## config.mk

```make
export PLATFORM = sky130hd
export DESIGN_NAME = vga_patt_sequencer_flat
export DESIGN_NICKNAME = d
export VERILOG_FILES = /design/src/rtl/vga_patt_sequencer_if.sv /design/src/rtl/vga_patt_sequencer.sv /design/src/flat_wrapper.sv
export SDC_FILE = /design/constraint.sdc
export NUM_CORES = 1
export LEC_CHECK = 0
export ABC_AREA = 1
export CORE_MARGIN = 5
export CORE_UTILIZATION = 35
export CTS_BUF_LIST = sky130_fd_sc_hd__clkbuf_2
export DETAILED_ROUTE_END_ITERATION = 8
export GPL_ROUTABILITY_DRIVEN = 0
export GPL_TIMING_DRIVEN = 0
export HOLD_SLACK_MARGIN = 0.05
export SYNTH_ARGS = -nofsm -noshare
export SYNTH_HDL_FRONTEND = slang
export SYNTH_SLANG_ARGS = --single-unit
```

## constraint.sdc

```tcl
create_clock -name clk_i -period 2.05 [get_ports clk_i]
set_input_delay 0.3075 -clock clk_i [delete_from_list [all_inputs] [get_ports clk_i]]
set_output_delay 0.3075 -clock clk_i [all_outputs]
set_load 0.01 [all_outputs]
```

## src/rtl/vga_patt_sequencer_if.sv

```systemverilog
// Pixel/pattern bus between the VGA driver side and vga_patt_sequencer.
// The driver side (master) supplies position, external pattern and controls; the sequencer (slave) returns colour and status.
interface vga_patt_sequencer_if #(
  parameter int FCNT_W = 8
);
  logic [8:0]        row_i;
  logic [9:0]        column_i;
  logic [2:0]        rgb_ext_i;
  logic              auto_i;
  logic              next_i;
  logic [2:0]        rgb_o;
  logic [1:0]        patt_sel_o;
  logic [FCNT_W-1:0] frame_cnt_o;
  logic              eof_o;
  logic              pend_o;

  modport master (
    output row_i, column_i, rgb_ext_i, auto_i, next_i,
    input  rgb_o, patt_sel_o, frame_cnt_o, eof_o, pend_o
  );

  modport slave (
    input  row_i, column_i, rgb_ext_i, auto_i, next_i,
    output rgb_o, patt_sel_o, frame_cnt_o, eof_o, pend_o
  );
endinterface

```

## src/rtl/vga_patt_sequencer.sv

```systemverilog
// Test-pattern sequencer: picks one of four patterns for the VGA rgb input and switches only at end of frame.
// Optional feature: define SEQ_BORDER_EN to force a white border on the first/last visible row and column.
module vga_patt_sequencer #(
  parameter int LAST_ROW    = 479,
  parameter int LAST_COL    = 639,
  parameter int HOLD_FRAMES = 120,
  parameter int FCNT_W      = 8
) (
  input  logic               clk_i,
  input  logic               reset_ni,
  vga_patt_sequencer_if.slave bus
);

  typedef enum logic [1:0] {
    ST_AUTO   = 2'd0,
    ST_MANUAL = 2'd1,
    ST_PEND   = 2'd2
  } state_t;

  localparam logic [8:0]        LAST_ROW_V = 9'(LAST_ROW);
  localparam logic [9:0]        LAST_COL_V = 10'(LAST_COL);
  localparam logic [FCNT_W-1:0] HOLD_LAST  = FCNT_W'(HOLD_FRAMES - 1);
  localparam logic [FCNT_W-1:0] CNT_ONE    = FCNT_W'(1);
  localparam logic [FCNT_W-1:0] CNT_MAX    = '1;

  state_t            state_q, state_d;
  logic [1:0]        sel_q, sel_d;
  logic [FCNT_W-1:0] cnt_q, cnt_d;
  logic [2:0]        colour_q, colour_d;
  logic              at_end, at_end_q, eof_q;
  logic [2:0]        rgb_patt;

  // ---------------------------------------------------------------------------
  // End-of-frame detection
  // ---------------------------------------------------------------------------
  assign at_end = (bus.row_i == LAST_ROW_V) && (bus.column_i == LAST_COL_V);

  always_ff @(posedge clk_i or negedge reset_ni) begin
    if (!reset_ni) begin
      // NOTE: at_end_q resets to 1 so a position parked at the end across reset release is not a new frame end.
      at_end_q <= 1'b1;
      eof_q    <= 1'b0;
    end else begin
      // NOTE: non-blocking assignments keep every flop sampling pre-edge values regardless of statement order.
      at_end_q <= at_end;
      eof_q    <= at_end && !at_end_q;
    end
  end

  // ---------------------------------------------------------------------------
  // Sequencing FSM: state register
  // ---------------------------------------------------------------------------
  always_ff @(posedge clk_i or negedge reset_ni) begin
    if (!reset_ni) begin
      state_q  <= ST_AUTO;
      sel_q    <= 2'd0;
      cnt_q    <= '0;
      colour_q <= 3'd1;
    end else begin
      state_q  <= state_d;
      sel_q    <= sel_d;
      cnt_q    <= cnt_d;
      colour_q <= colour_d;
    end
  end

  // ---------------------------------------------------------------------------
  // Sequencing FSM: next state, pattern index and frame counter
  // ---------------------------------------------------------------------------
  always_comb begin
    // NOTE: every signal gets a default before the case so no path leaves one unassigned (no latch).
    state_d = state_q;
    sel_d   = sel_q;
    cnt_d   = cnt_q;

    unique case (state_q)
      ST_AUTO: begin
        if (eof_q) begin
          if (cnt_q == HOLD_LAST) begin
            sel_d = sel_q + 2'd1;
            cnt_d = '0;
          end else begin
            cnt_d = cnt_q + CNT_ONE;
          end
        end
        if (!bus.auto_i) state_d = ST_MANUAL;
      end

      ST_MANUAL: begin
        if (eof_q && (cnt_q != CNT_MAX)) cnt_d = cnt_q + CNT_ONE;
        // A request coinciding with eof waits for the following frame end.
        if (bus.auto_i)      state_d = ST_AUTO;
        else if (bus.next_i) state_d = ST_PEND;
      end

      ST_PEND: begin
        if (eof_q) begin
          sel_d   = sel_q + 2'd1;
          cnt_d   = '0;
          state_d = bus.auto_i ? ST_AUTO : ST_MANUAL;
        end
      end

      default: state_d = ST_AUTO;
    endcase
  end

  // Solid colour walks 1..7 once per frame while it is on screen; black is skipped.
  always_comb begin
    colour_d = colour_q;
    if (eof_q && (sel_q == 2'd1)) colour_d = (colour_q == 3'd7) ? 3'd1 : colour_q + 3'd1;
  end

  // ---------------------------------------------------------------------------
  // Pattern mux (combinational, same cycle as row/column)
  // ---------------------------------------------------------------------------
  always_comb begin
    rgb_patt = 3'b000;
    unique case (sel_q)
      2'd0: rgb_patt = bus.rgb_ext_i;
      2'd1: rgb_patt = colour_q;
      2'd2: rgb_patt = (bus.column_i > LAST_COL_V) ? 3'b000 : bus.column_i[9:7];
      2'd3: rgb_patt = (bus.row_i[5] ^ bus.column_i[5]) ? 3'b111 : 3'b000;
      default: rgb_patt = 3'b000;
    endcase
  end

`ifdef SEQ_BORDER_EN
  logic on_border;
  assign on_border = (bus.row_i == 9'd0) || (bus.row_i == LAST_ROW_V) ||
                     (bus.column_i == 10'd0) || (bus.column_i == LAST_COL_V);
  assign bus.rgb_o = on_border ? 3'b111 : rgb_patt;
`else
  assign bus.rgb_o = rgb_patt;
`endif

  assign bus.patt_sel_o  = sel_q;
  assign bus.frame_cnt_o = cnt_q;
  assign bus.eof_o       = eof_q;
  assign bus.pend_o      = (state_q == ST_PEND);

  // ---------------------------------------------------------------------------
  // Invariants
  // ---------------------------------------------------------------------------
  a_eof_single_cycle : assert property (@(posedge clk_i) disable iff (!reset_ni)
    eof_q |=> !eof_q);

  a_pend_holds_sel : assert property (@(posedge clk_i) disable iff (!reset_ni)
    (state_q == ST_PEND && !eof_q) |=> $stable(sel_q));

  a_colour_not_black : assert property (@(posedge clk_i) disable iff (!reset_ni)
    colour_q != 3'd0);

endmodule

```

## src/flat_wrapper.sv

```systemverilog
// flat-port wrapper written by rule: the top's interface ports become plain ports
module vga_patt_sequencer_flat 
#(
  parameter int LAST_ROW    = 479,
  parameter int LAST_COL    = 639,
  parameter int HOLD_FRAMES = 120,
  parameter int FCNT_W      = 8
)
  (clk_i, reset_ni, bus_row_i, bus_column_i, bus_rgb_ext_i, bus_auto_i, bus_next_i, bus_rgb_o, bus_patt_sel_o, bus_frame_cnt_o, bus_eof_o, bus_pend_o);
  vga_patt_sequencer_if #(.FCNT_W(FCNT_W)) bus_i ();
  input  logic clk_i;
  input  logic reset_ni;
  input wire logic [$bits(bus_i.row_i)-1:0] bus_row_i;
  input wire logic [$bits(bus_i.column_i)-1:0] bus_column_i;
  input wire logic [$bits(bus_i.rgb_ext_i)-1:0] bus_rgb_ext_i;
  input wire logic [$bits(bus_i.auto_i)-1:0] bus_auto_i;
  input wire logic [$bits(bus_i.next_i)-1:0] bus_next_i;
  output wire logic [$bits(bus_i.rgb_o)-1:0] bus_rgb_o;
  output wire logic [$bits(bus_i.patt_sel_o)-1:0] bus_patt_sel_o;
  output wire logic [$bits(bus_i.frame_cnt_o)-1:0] bus_frame_cnt_o;
  output wire logic [$bits(bus_i.eof_o)-1:0] bus_eof_o;
  output wire logic [$bits(bus_i.pend_o)-1:0] bus_pend_o;
  assign bus_i.row_i = bus_row_i;
  assign bus_i.column_i = bus_column_i;
  assign bus_i.rgb_ext_i = bus_rgb_ext_i;
  assign bus_i.auto_i = bus_auto_i;
  assign bus_i.next_i = bus_next_i;
  assign bus_rgb_o = bus_i.rgb_o;
  assign bus_patt_sel_o = bus_i.patt_sel_o;
  assign bus_frame_cnt_o = bus_i.frame_cnt_o;
  assign bus_eof_o = bus_i.eof_o;
  assign bus_pend_o = bus_i.pend_o;
  vga_patt_sequencer #(.LAST_ROW(LAST_ROW), .LAST_COL(LAST_COL), .HOLD_FRAMES(HOLD_FRAMES), .FCNT_W(FCNT_W)) u_core (.clk_i(clk_i), .reset_ni(reset_ni), .bus(bus_i));
endmodule
```

==> results of run 1 <==
[cell usage after synthesis]
library cell  number  area [um2]
nand2_1           64         240
inv_1             21        78.8
dfrtp_1           15         375
nand3_1           15        75.1
nor2_1            14        52.6
ha_1              11         138
nand4_1            5        31.3
o21ai_0            5        25.0
a21oi_1            4        20.0
nand2_2            3        18.8
nor2_4             3        33.8
dfstp_2            2        52.6
inv_2              2        7.51
o211ai_1           2        15.0
xor2_1             2        17.5
inv_6              1        8.76
nor2_2             1        6.26
nor3_1             1        5.00
nor3b_1            1        7.51
o22ai_1            1        6.26
[how the worst max path moves through the flow]
| stage | start | depth (start not counted) | slack, ps | end |
|---|---|---|---|---|
| after floorplan | u_core.state_q[0] | 10 | 590 | u_core.bus.frame_cnt_o[4] |
| after global placement | bus_column_i[9] | 7 | -130 | bus_rgb_o[2] |
| after detailed placement | bus_column_i[9] | 7 | -130 | bus_rgb_o[2] |
| after CTS | u_core.bus.patt_sel_o[0] | 7 | 20 | bus_rgb_o[0] |
| after global routing | u_core.bus.patt_sel_o[0] | 7 | 9 | bus_rgb_o[0] |
| final | u_core.bus.patt_sel_o[0] | 7 | 120 | bus_rgb_o[0] |
[kinds of logic (layout without fill, tap and decap cells)]
kind of cell             after synthesis  in the layout
flip-flops                            17             17
AND/OR/NAND/NOR                      107            107
buffers and inverters                 24             69
adder cells (fa/ha/maj)               11             11
XOR/XNOR                               2              2
AO/OA/AOI/OAI                         12             12
[critical path, delay by kind of cell, from the launching register on]
family | cells | cell delay, ps
DFF | 1 | 450
and+or+nand+nor | 1 | 70
adders and majority gates | 1 | 210
AOI/OAI and AO/OA | 2 | 160
buffers and inverters | 3 | 440
[repair_timing]
item | in CTS | in global routing
setup endpoints to repair | 3 | 3
setup buffers | 1 | 0
resized for setup | 4 | 7
[stage by stage]
step	setup slack (ps)	cells	util (%)	power (mW)	hold slack, ps
6_report	120	264	51.2	1.34	455
5_1_grt	8.97	264	51.2	1.48	500
4_1_cts	19.6	264	50.8	1.36	475
3_5_place_dp	-131	259	50.1	1.20	489
3_3_place_gp	-134	259	50.1	1.18	466
2_1_floorplan	585	173	-	0.936	11.9
[placed cells by master, fill, tap and decap left out, types with 3 or more instances in the layout]
cell             count
a21oi_1              3
clkbuf_2             4
clkdlybuf4s50_1     37
dfrtp_1             15
ha_1                10
inv_1               18
inv_2                5
nand2_1             63
nand2_2              4
nand3_1             15
nand4_1              5
nor2_1              14
nor2_4               3
o21ai_0              5
[layer usage]
metal  wire, um  part of all wire (%)
met1       1230                    40
met3        328                    11
met4         11                  0.36
met2       1480                    48
met5          0                     0
[sequential cells by signal (all words and copies together) (netlist names)]
register / cells
u_core.bus.eof_o: 1
u_core.at_end_q: 1
u_core.bus.frame_cnt_o: 8
u_core.bus.patt_sel_o: 2
u_core.colour_q: 3
u_core.state_q: 2
[power breakdown]
part | switching [mW] | internal (mW)
registers | 0.0639 | 0.390
clock network | 0.110 | 0.0517
logic | 0.434 | 0.294
[area by class of cell]
cell class,count,area [um2],area share (%)
Sequential cell,17,428,25.1
Multi-Input combinational cell,132,701,41.0
Timing Repair Buffer,41,407,23.8
Tap cell,46,57.6,3.37
Inverter,24,95.1,5.57
Clock buffer,4,20.0,1.17
==> results.py, run 1 <==
metrics = {
    "outcome": {
        "outcome": "completed",
    },
    "worst_setup_path": {
        "critPathLaunchType": "flip-flop",
        "rrSetupSlack_ps": 410,
        "worst_path_most_repeated_cell": "inv_2",
        "critical_path.slowest_cell": "dfrtp_1",
        "slowest_delay_ps": 450,
        "worst-endpoint-required_ps": 1740,
        "timing.setup.critical_path_class": "flip-flop to output port",
        "r2r_start": "u_core.state_q[0]",
        "reg2reg_depth": 10,
        "worst_ep_arrival_time_ps": 1620,
        "path_cells": "inv_2 > ha_1 > inv_2 > nand2_2 > a21oi_2 > a21oi_1 > dlygate4sd2_1",
        "worstSetupEndpointType": "output port",
        "cp_max_fo": 4,
        "regToRegEndpoint": "u_core.bus.frame_cnt_o[1]",
    },
    "global_routing": {
        "global_route.usage.met3_pct": 2.92,
        "via_count_of_the_first_global_routing_pass": 1241,
        "top_usage_layer": "met2",
        "globalRouteOverflowTotal": 0,
        "gr-usage-met1_pct": 14.7,
        "grt_pass1_wl_mm": 4.95,
        "grt_util_all_layers_pct": 13.5,
        "pin_count_of_the_biggest_net_entering_global_routing": 18,
        "number_of_antenna_violations_at_the_first_check_in_global_routing": 0,
        "grt_util_met2_pct": 25.8,
    },
    "pwr": {
        "power.static_leakage_nw": 0.827,
        "power.density_cell_area_nw_per_um2": 787,
        "power.ir.vdd_worst_mv": 0.527,
    },
    "logic_synthesis": {
        "synth-seq-area-share_pct": 35.2,
        "dominant_combinational_cell_family_by_area_after_synthesis": "simple AND/OR/NAND/NOR gates",
        "synthSimpleGateAreaFrac_pct": 38.7,
        "synth-warning-count": 0,
        "compound_cell_area_share_of_the_yosys_netlist_pct": 5.46,
        "synthesis.nets": 210,
        "synth-adder-area-share_pct": 11.3,
        "cell_count_after_synthesis": 173,
        "synth.cell_area_um2": 1210,
        "flip_flop_and_latch_count_after_synthesis": 17,
        "ys_types": 20,
        "synth_mux_area_share_pct": 0,
        "synth_xor_area_share_pct": 1.44,
        "synth.avg_cell_area_um2": 7.02,
    },
    "sta": {
        "finalCriticalPeriod_ps": 1930,
        "setup_viol": 0,
        "max_slew.worst_pin.slew_ps": 814,
        "slew_headroom_pct": 45.5,
        "hold_viol": 0,
        "slew_viol_final": 0,
        "max_freq_mhz": 518,
        "setup-tns-final_ps": 0,
        "final.setup_skew_ps": 0.964,
        "grt_setup_unrepaired": "false",
        "final_min_period_over_clock_period_pct": 94.2,
    },
    "floorplan": {
        "start_util_pct": 36.4,
        "die_x_um": 68.9,
        "placeableCoreArea_um2": 3340,
        "std_cell_rows": 21,
        "design.portCount": 41,
        "die_area_um2": 4750,
        "die_h_um": 68.9,
    },
    "clocking": {
        "cts_hold_buf": 0,
        "clk_pin_slew_worst_paths_ps": 170,
        "cts_max_level": 1,
        "clk_root_buffer_cell": "clkbuf_2",
        "cts-buffers-inserted": 3,
        "clk-insertion-delay-late_ps": 290,
        "clkSinkCount": 17,
        "cts_tree": "done",
        "cts_buffer_depth": 2,
    },
    "layout": {
        "stdcell_area_um2": 1710,
        "fill_cell_instance_count_of_the_final_layout": 337,
        "synthToLayoutAreaGrowth_pct": 40.6,
        "antenna_cells_inserted": 0,
        "drive_above_1_share_pct": 10.6,
        "finish.net_count": 256,
    },
    "routing": {
        "drcViolationCount": 0,
        "drt-wirelength-per-cell_um": 11.6,
        "dr.pass1.iters": 4,
        "detailed_route_via_count": 1233,
        "detail_route.wirelength_mm": 3.05,
        "via_per_inst": 4.67,
        "drtIter0Drc": 36,
        "remaining_number_of_nets_flagged_by_the_antenna_check_after_routing": 0,
    },
    "flow_run": {
        "cap_violations": 0,
    },
    "min_path": {
        "worst_hold_path_type": "input port to asynchronous set/reset pin",
    },
    "placed_design": {
        "port-buffer-count": 40,
        "dpl_cell_area_um2": 1670,
        "dp.final_hpwl_mm": 2.47,
    },
}
No activity file was read; power rests on OpenSTA's default activity.
==> run 2: changes to the inputs <==
Settings changed: CTS_CLUSTER_DIAMETER set to 30.
==> results of run 2 <==
Same layout as run 1: the final DEF is identical, and so are final timing and power.
